**config.mk**
```make
export PLATFORM = sky130hd
export DESIGN_NAME = oled_spi_byte_tx_flat
export DESIGN_NICKNAME = d
export VERILOG_FILES = /design/src/rtl/oled_spi_byte_tx_if.sv /design/src/rtl/oled_spi_byte_tx.sv /design/src/flat_wrapper.sv
export SDC_FILE = /design/constraint.sdc
export NUM_CORES = 1
export LEC_CHECK = 0
export CORE_MARGIN = 2
export CORE_UTILIZATION = 57
export CTS_BUF_LIST = sky130_fd_sc_hd__clkbuf_8 sky130_fd_sc_hd__clkbuf_16
export CTS_CLUSTER_DIAMETER = 100
export DETAILED_ROUTE_END_ITERATION = 8
export GPL_TIMING_DRIVEN = 0
export PLACE_DENSITY = 0.76
export SYNTH_ARGS = -nofsm -noshare
export SYNTH_HDL_FRONTEND = slang
export SYNTH_SLANG_ARGS = --single-unit
```
**constraint.sdc**
```tcl
create_clock -name clk -period 2.6 [get_ports clk]
set_input_delay 0.52 -clock clk [delete_from_list [all_inputs] [get_ports clk]]
set_output_delay 0.52 -clock clk [all_outputs]
set_load 0.005 [all_outputs]
```
**src/rtl/oled_spi_byte_tx_if.sv**
```systemverilog
// oled_spi_byte_tx_if: valid/ready port carrying {dc, byte} words from the init sequencer to the SPI transmitter
//   in_valid  upstream word valid
//   in_ready  transmitter FIFO can accept
//   in_data   byte to send, MSB first
//   in_dc     0 = command, 1 = data
interface oled_spi_byte_tx_if;
   logic       in_valid;
   logic       in_ready;
   logic [7:0] in_data;
   logic       in_dc;
   modport master (output in_valid, in_data, in_dc, input in_ready);
   modport slave (input in_valid, in_data, in_dc, output in_ready);
endinterface

```
**src/rtl/oled_spi_byte_tx.sv**
```systemverilog
// oled_spi_byte_tx: FIFO-buffered byte transmitter driving the Pmod OLED SPI pins in mode 3, MSB first
//   clk, rst    system clock, synchronous active-high reset
//   in_if       valid/ready {dc, byte} input port (slave side)
//   busy        FSM active or words queued
//   fifo_level  number of queued words
//   spi_cs      chip select, active-low, held low across back-to-back bytes
//   spi_sclk    serial clock, idles high
//   spi_sdin    serial data, changes on SCLK fall
//   spi_dc      D/C# of the byte in flight
module oled_spi_byte_tx #(
   parameter int CLK_DIV    = 2,
   parameter int FIFO_DEPTH = 4,
   parameter int LVL_W      = 3
) (
   input  logic                 clk,
   input  logic                 rst,
   oled_spi_byte_tx_if.slave    in_if,
   output logic                 busy,
   output logic [LVL_W-1:0]     fifo_level,
   output logic                 spi_cs,
   output logic                 spi_sclk,
   output logic                 spi_sdin,
   output logic                 spi_dc
);
   localparam int PW = $clog2(FIFO_DEPTH);
   localparam int DW = CLK_DIV > 1 ? $clog2(CLK_DIV) : 1;
   typedef enum logic [2:0] {IDLE, SETUP, SHIFT_LO, SHIFT_HI, DESEL} state_t;
   state_t           state_q, state_d;
   logic [8:0]       mem_q [FIFO_DEPTH];
   logic [8:0]       mem_d [FIFO_DEPTH];
   logic [PW-1:0]    wr_q, wr_d, rd_q, rd_d;
   logic [LVL_W-1:0] cnt_q, cnt_d;
   logic [DW-1:0]    div_q, div_d;
   logic [2:0]       bit_q, bit_d;
   logic [7:0]       sh_q, sh_d;
   logic             cs_q, cs_d, sclk_q, sclk_d, sdin_q, sdin_d, dc_q, dc_d;
   logic             push, pop, empty, div_end;
   logic [8:0]       head;

   assign empty          = cnt_q == '0;
   // full blocks a push even if the FSM pops on the same edge
   assign in_if.in_ready = !rst && cnt_q != LVL_W'(FIFO_DEPTH);
   assign push           = in_if.in_valid && in_if.in_ready;
   assign head           = mem_q[rd_q];
   assign div_end        = div_q == DW'(CLK_DIV - 1);
   assign busy           = state_q != IDLE || !empty;
   assign fifo_level     = cnt_q;
   assign spi_cs         = cs_q;
   assign spi_sclk       = sclk_q;
   assign spi_sdin       = sdin_q;
   assign spi_dc         = dc_q;

   always_comb begin
      mem_d   = mem_q;
      state_d = state_q;
      div_d   = div_q + 1'b1;
      bit_d   = bit_q;
      sh_d    = sh_q;
      cs_d    = cs_q;
      sclk_d  = sclk_q;
      sdin_d  = sdin_q;
      dc_d    = dc_q;
      pop     = 1'b0;
      if (push) mem_d[wr_q] = {in_if.in_dc, in_if.in_data};
      case (state_q)
         IDLE: begin
            div_d = '0;
            if (!empty) begin
               pop     = 1'b1;
               sh_d    = head[7:0];
               bit_d   = 3'd7;
               dc_d    = head[8];
               sdin_d  = head[7];
               cs_d    = 1'b0;
               state_d = SETUP;
            end
         end
         SETUP: if (div_end) begin
            div_d   = '0;
            sclk_d  = 1'b0;
            state_d = SHIFT_LO;
         end
         SHIFT_LO: if (div_end) begin
            div_d   = '0;
            sclk_d  = 1'b1;
            state_d = SHIFT_HI;
         end
         SHIFT_HI: if (div_end) begin
            div_d = '0;
            if (bit_q != '0) begin
               bit_d   = bit_q - 1'b1;
               sh_d    = {sh_q[6:0], 1'b0};
               sdin_d  = sh_q[6];
               sclk_d  = 1'b0;
               state_d = SHIFT_LO;
            end else if (!empty) begin
               // chain the next word without releasing CS; SCLK stays high through its SETUP
               pop     = 1'b1;
               sh_d    = head[7:0];
               bit_d   = 3'd7;
               dc_d    = head[8];
               sdin_d  = head[7];
               state_d = SETUP;
            end else begin
               cs_d    = 1'b1;
               state_d = DESEL;
            end
         end
         DESEL: if (div_end) begin
            div_d   = '0;
            state_d = IDLE;
         end
         default: state_d = IDLE;
      endcase
      wr_d  = wr_q + PW'(push);
      rd_d  = rd_q + PW'(pop);
      cnt_d = cnt_q + LVL_W'(push) - LVL_W'(pop);
   end

   always_ff @(posedge clk) begin
      mem_q <= mem_d;
      if (rst) begin
         state_q <= IDLE;
         wr_q    <= '0;
         rd_q    <= '0;
         cnt_q   <= '0;
         div_q   <= '0;
         bit_q   <= '0;
         sh_q    <= '0;
         cs_q    <= 1'b1;
         sclk_q  <= 1'b1;
         sdin_q  <= 1'b0;
         dc_q    <= 1'b0;
      end else begin
         state_q <= state_d;
         wr_q    <= wr_d;
         rd_q    <= rd_d;
         cnt_q   <= cnt_d;
         div_q   <= div_d;
         bit_q   <= bit_d;
         sh_q    <= sh_d;
         cs_q    <= cs_d;
         sclk_q  <= sclk_d;
         sdin_q  <= sdin_d;
         dc_q    <= dc_d;
      end
   end
endmodule

```
**src/flat_wrapper.sv**
```systemverilog
// flat-port wrapper written by rule: the top's interface ports become plain ports
module oled_spi_byte_tx_flat 
#(
   parameter int CLK_DIV    = 2,
   parameter int FIFO_DEPTH = 4,
   parameter int LVL_W      = 3
)
  (clk, rst, busy, fifo_level, spi_cs, spi_sclk, spi_sdin, spi_dc, in_if_in_valid, in_if_in_data, in_if_in_dc, in_if_in_ready);
  oled_spi_byte_tx_if in_if_i ();
  input  logic clk;
  input  logic rst;
  output logic busy;
  output logic [LVL_W-1:0] fifo_level;
  output logic spi_cs;
  output logic spi_sclk;
  output logic spi_sdin;
  output logic spi_dc;
  input wire logic [$bits(in_if_i.in_valid)-1:0] in_if_in_valid;
  input wire logic [$bits(in_if_i.in_data)-1:0] in_if_in_data;
  input wire logic [$bits(in_if_i.in_dc)-1:0] in_if_in_dc;
  output wire logic [$bits(in_if_i.in_ready)-1:0] in_if_in_ready;
  assign in_if_i.in_valid = in_if_in_valid;
  assign in_if_i.in_data = in_if_in_data;
  assign in_if_i.in_dc = in_if_in_dc;
  assign in_if_in_ready = in_if_i.in_ready;
  oled_spi_byte_tx #(.CLK_DIV(CLK_DIV), .FIFO_DEPTH(FIFO_DEPTH), .LVL_W(LVL_W)) u_core (.clk(clk), .rst(rst), .in_if(in_if_i), .busy(busy), .fifo_level(fifo_level), .spi_cs(spi_cs), .spi_sclk(spi_sclk), .spi_sdin(spi_sdin), .spi_dc(spi_dc));
endmodule
```
Word-level counts from Yosys, hierarchy flattened
Cells that the tools add are included.
{"block": "totals", "register_bits": 62, "output_inout_bits": 9, "word_cells": 103}
{"block": "classes", "add_sub_neg": 6, "magnitude_cmp": 3, "eq_ne": 13, "n_mux": 46, "bitwise_logic": 2, "reduce_logical": 18}
{"op": "$bwmux 36", "count": 1}
{"op": "$mux 3", "count": 10}
{"op": "$mux 9", "count": 3}
{"op": "$mux 8", "count": 3}
{"op": "$bmux 9 s2", "count": 1}
{"op": "$demux 9 s2", "count": 1}
{"op": "$mux 1", "count": 18}
{"op": "$pmux 8 s2", "count": 1}
{"op": "$pmux 3 s5", "count": 1}
{"op": "$reduce_and 5->1", "count": 3}
{"op": "$ne 2x1->1 const B", "count": 6}
{"op": "$pmux 1 s2", "count": 5}
{"op": "$reduce_bool 3->1", "count": 3}
{"op": "$eq 3x2->1 const B", "count": 2}
{"op": "$ge 3x3->1 const B", "count": 2}
{"op": "$logic_not 3->1", "count": 2}
{"op": "$not 2->3", "count": 2}
{"op": "$pmux 3 s2", "count": 1}
{"op": "$add 2x1->2", "count": 2}
{"op": "$ne 2x2->1 const B", "count": 2}
{"op": "$reduce_or 4->1", "count": 1}
{"op": "$add 3x1->3", "count": 1}
{"op": "$eq 3x1->1 const B", "count": 1}
{"op": "$eq 3x3->1 const B", "count": 1}
{"op": "12 further kinds", "count": 15}

Depth between registers and ports, before layout
{"block": "logic_depth", "word_depth": 8, "ltp_mapped": 12, "depth_no_buf": 12}

Least setup slack after synthesis
No wires, ideal clock.
{"block": "synth_path", "path_type": "reg2reg", "startpoint": "reg u_core.cnt_q[2] (netlist: u_core.fifo_level[2])", "endpoint": "reg u_core.cnt_q[2] (netlist: u_core.fifo_level[2])", "setup_ns": 0.129, "arrival_time_ns": 2.288, "required_ns": 2.471, "path_slack_ns": 0.183, "stages_incl_launch_ff": 12, "path_buffers": 1, "cell_sequence": "dfxtp_1 nor3_4 or2_2 buf_2 nor2_1 ha_1 inv_1 ha_1 fa_1 xnor2_1 xnor2_1 nor2_1"}
{"block": "synth_between", "elab_chain_cells": 6}
{"element": "start: declaration", "line_no": "oled_spi_byte_tx.sv:32", "rtl": "logic [LVL_W-1:0] cnt_q, cnt_d;"}
{"element": "start signal: assignment", "line_no": "oled_spi_byte_tx.sv:138", "rtl": "cnt_q <= cnt_d;"}
{"element": "branches (longest 5 deep; another with $add 3x1->3)"}
{"element": "$sub 3x1->3 *", "line_no": "oled_spi_byte_tx.sv:117", "rtl": "cnt_d = cnt_q + LVL_W'(push) - LVL_W'(pop);"}
Every way passes the cells marked *.
A chain may end at the register's enable or synchronous reset.

Final worst setup path
{"block": "layout_path", "startpoint": "reg u_core.div_q (netlist: u_core.div_end)", "endpoint": "reg u_core.cnt_q[2] (netlist: u_core.fifo_level[2])"}
{"block": "layout_between", "elab_chain_cells": 3}
{"element": "start: declaration", "line_no": "oled_spi_byte_tx.sv:33", "rtl": "logic [DW-1:0] div_q, div_d;"}
{"element": "start signal: assignment", "line_no": "oled_spi_byte_tx.sv:139", "rtl": "div_q <= div_d;"}
{"element": "$mux 1", "line_no": "oled_spi_byte_tx.sv:88", "rtl": "SHIFT_HI: if (div_end) begin"}
{"element": "$pmux 1 s2", "line_no": "oled_spi_byte_tx.sv:65", "rtl": "case (state_q)"}
{"element": "$sub 3x1->3", "line_no": "oled_spi_byte_tx.sv:117"}
No other way between the ends.

==> metrics.md <==
| Metric | Value |
|---|---|
| Final Skew | 0.00838 ns |
| CP peak stage delay | about 0.39 ns |
| First DRT Iteration DRCs | 107 |
| Post-synth EDFFs | 36 |
| Final setup violation count | 0 |
| Residual DRC | 0 |
| Largest net degree at the start of global routing | 13 |
| Synthesized Nets | roughly 210 |
| # H-tree levels | 3 |
| PD cells | 1060 nW/µm² |
| FF-to-FF path depth | 11 |
| Worst Setup Start Kind | register |
| Final-report max-slew violation count | 0 |
| Worst Path Class, Setup | register to register |
| Die area | roughly 5000 µm² |
| Max-Cap Viols | 0 |
| Die width | 71.3 µm |
| Total CTS buffers | 9 |
| Share of the synthesized area in the top cell type | 41.9% |
| Max-slew headroom | 44.2% |
| Crit path DAT | 2.64 ns |
| Top Ports | 21 |
| Port bufs | 20 |
| Synth top cells by count | 36 x edfxtp_1, 25 x dfxtp_1, 17 x nor3_1 |
| Clk pin slew, worst setup/hold paths | approximately 0.07 ns |
| Via density | 5.74 |
| Gate Count Post-Synth | approximately 190 |
| Top cells by area, synth | edfxtp_1 42%, dfxtp_1 19%, mux4_2 7.9%, nor3_1 3.3%, ha_1 2.9% |
| Total GRT Usage | between 20 and 25% |
| Die Y | just over 70 µm |
| GPL Wtd Cong | 0.786 |
| Vias in the first global route | 1,658 |
| Total Wirelength | roughly 4600 µm |
| CP Cell Sequence | buf_2 > nand2_1 > o22a_4 > nor2_4 > ha_1 > inv_1 > ha_1 > fa_1 > xnor2_1 > xnor2_1 > nor2_1 |
| WP data required | ~2.8 ns |
| Fillcell total | roughly 300 |
| Clock root buffer | clkbuf_8 |
| Maximum vdd drop | ~0.50 mV |
| Worst min-delay path class | register to register |
| Total power | between 3 and 4 mW |
| Synth area leader | edfxtp_1 |
| Slowest stage cell, crit path | dfxtp_1 |
| Row Count | 24 |
| Routed vias | 1,618 |
| Leakage power | between 1 and 1.5 nW |
| Cell with the most instances after synthesis | edfxtp_1 |
| Hold depth | 2 |
| Core Footprint | 4350 µm² |
| FF+latch count, synth | 61 |
| Worst hold path startpoint | u_core.spi_dc |
| P&R area growth vs syn | 21.1% |
| ANT cells | 0 |
| HPWL Detailed | a little over 3000 µm |
| FF-to-FF Start | u_core.div_end |
| Yosys warning total | 0 |
| Ys async rst share | 0% |
| DR WL/cell | 16.4 µm |
| Grt total ovfl | 0 |
| Mapped Avg Cell Area | ~13 µm² |
| Final #Nets | 244 |
| Initial Util | around three fifths |
| CTS Sinks | roughly 60 |
| Post-DRT Antenna Nets | 0 |
| Post-route core utilization | between 70% and 80% |
| Max Fclk | 411 MHz |
| Post-Syn Area | about 2600 µm² |
| Placed inst area | ~2900 µm² |
| Clock tree from TritonCTS | done |
| Worst setup startpoint | u_core.div_end |
| Worst skew pair latency | 0.33 ns |
| Synth unique cells | between 40 and 50 |
| Final hold vios | 0 |
| Final Instance Area | roughly 3100 µm² |
| Initial antenna violation count | 0 |
| Status | completed |
| First-pass DRT Iterations | 4 |
| CTS max path bufs | 2 |
| Worst-path fanout max | 10 |
| Fin crit period | roughly 2.4 ns |
| Top FF cell, synth | edfxtp_1 |
| Final WS setup | 0.165 ns |
| First-pass GRT wire length | slightly below 8000 µm |
| Sequential fraction of the synthesis area | 61.3% |
| Period utilization | between 90% and 100% |
| Share of layout cells above drive strength 1 | about 22% |
| Worst Tran Pin Value | between 0.8 and 0.9 ns |
| Critical Path Sink Type | register |
| Post-Route Setup TNS | 0 ns |
| Setup WS pre-CTS | -0.347 ns |
[metal layers]
metal / global-route usage, % / up-vias / routed length (µm)
met4: 8.81 / 0 / 67
met2: 34.5 / 47 / 2380
met5: 0 / - / 0
li1: - / 787 / -
met1: 24.2 / 775 / 1980
met3: 5.34 / 9 / 185
[metrics by stage]
stage               hold slack, ns  std cells
floorplan                    0.451        192
global placement             0.446        264
detailed placement           0.459        264
CTS                          0.470        281
global route                 0.500        282
finish                       0.469        282
[placed cells by master, fill, tap and decap left out, types with 3 or more instances in the layout]
cell,count
edfxtp_1,36
a21oi_1,5
dfxtp_1,25
nor4_1,5
mux4_2,9
ha_1,5
o21ai_0,5
clkdlybuf4s50_1,20
inv_1,7
xnor2_1,4
nor3_1,16
nor2b_1,4
nor2_1,13
clkbuf_1,3
buf_2,5
nand2_1,9
clkbuf_8,9
[timing repair]
item                                    in CTS  in global routing
endpoints found under the hold margin        0                  0
setup buffers                                1                  1
resized for setup                            3                  5
endpoints found under the setup margin      11                  2
pin swaps                                    1                  1
hold buffers                                 0                  0
[power by group]
part / switching [mW] / internal, mW / total [mW]
registers: 0.101 / 1.19 / 1.29
logic: 0.553 / 0.550 / 1.10
clock network: 0.381 / 0.544 / 0.925
[layout make-up]
class,count,area (µm²),area share (%)
clock inverters,7,98.8,3.16
clock buffers,9,124,3.96
multi-input cells,112,956,30.6
flip-flops and latches,61,1580,50.6
plain buffers,10,51.3,1.64
inverters,9,33.8,1.08
well taps,52,65.1,2.08
repair buffers,22,215,6.89
[final timing paths]
| kind | end | slack (ns) |
|---|---|---|
| min | u_core.spi_dc | 0.47 |
| min reg2reg | u_core.spi_dc | 0.47 |
| max reg2reg | u_core.fifo_level[2] | 0.16 |
| max | u_core.fifo_level[2] | 0.16 |
[kinds of logic after synthesis]
logic type / after synthesis / synth area share (%)
AO/OA/AOI/OAI: 23 / 6.69
buffers and inverters: 19 / 3.30
AND/OR/NAND/NOR: 67 / 15.0
multiplexers: 11 / 8.63
flip-flops: 61 / 61.3
XOR/XNOR: 4 / 1.36
adder cells (fa/ha/maj): 7 / 3.69
[critical path, delay by kind of cell (launching register included)]
family / cells / cell delay [ns]
DFF: 1 / 0.39
buffers and inverters: 2 / 0.26
and+or+nand+nor: 3 / 0.35
AOI/OAI and AO/OA: 1 / 0.26
xor gates and xnor gates: 2 / 0.33
adders and majority gates: 3 / 0.73
[sequential cells by signal, summed over array words and instances (netlist names)]
name	cells
u_core.bit_q	3
u_core.div_end	1
u_core.fifo_level	3
u_core.mem_q	36
u_core.rd_q	2
u_core.sh_q	7
u_core.spi_cs	1
u_core.spi_dc	1
u_core.spi_sclk	1
u_core.spi_sdin	1
u_core.state_q	3
u_core.wr_q	2
Note: power is estimated with default switching activity, not from simulation.
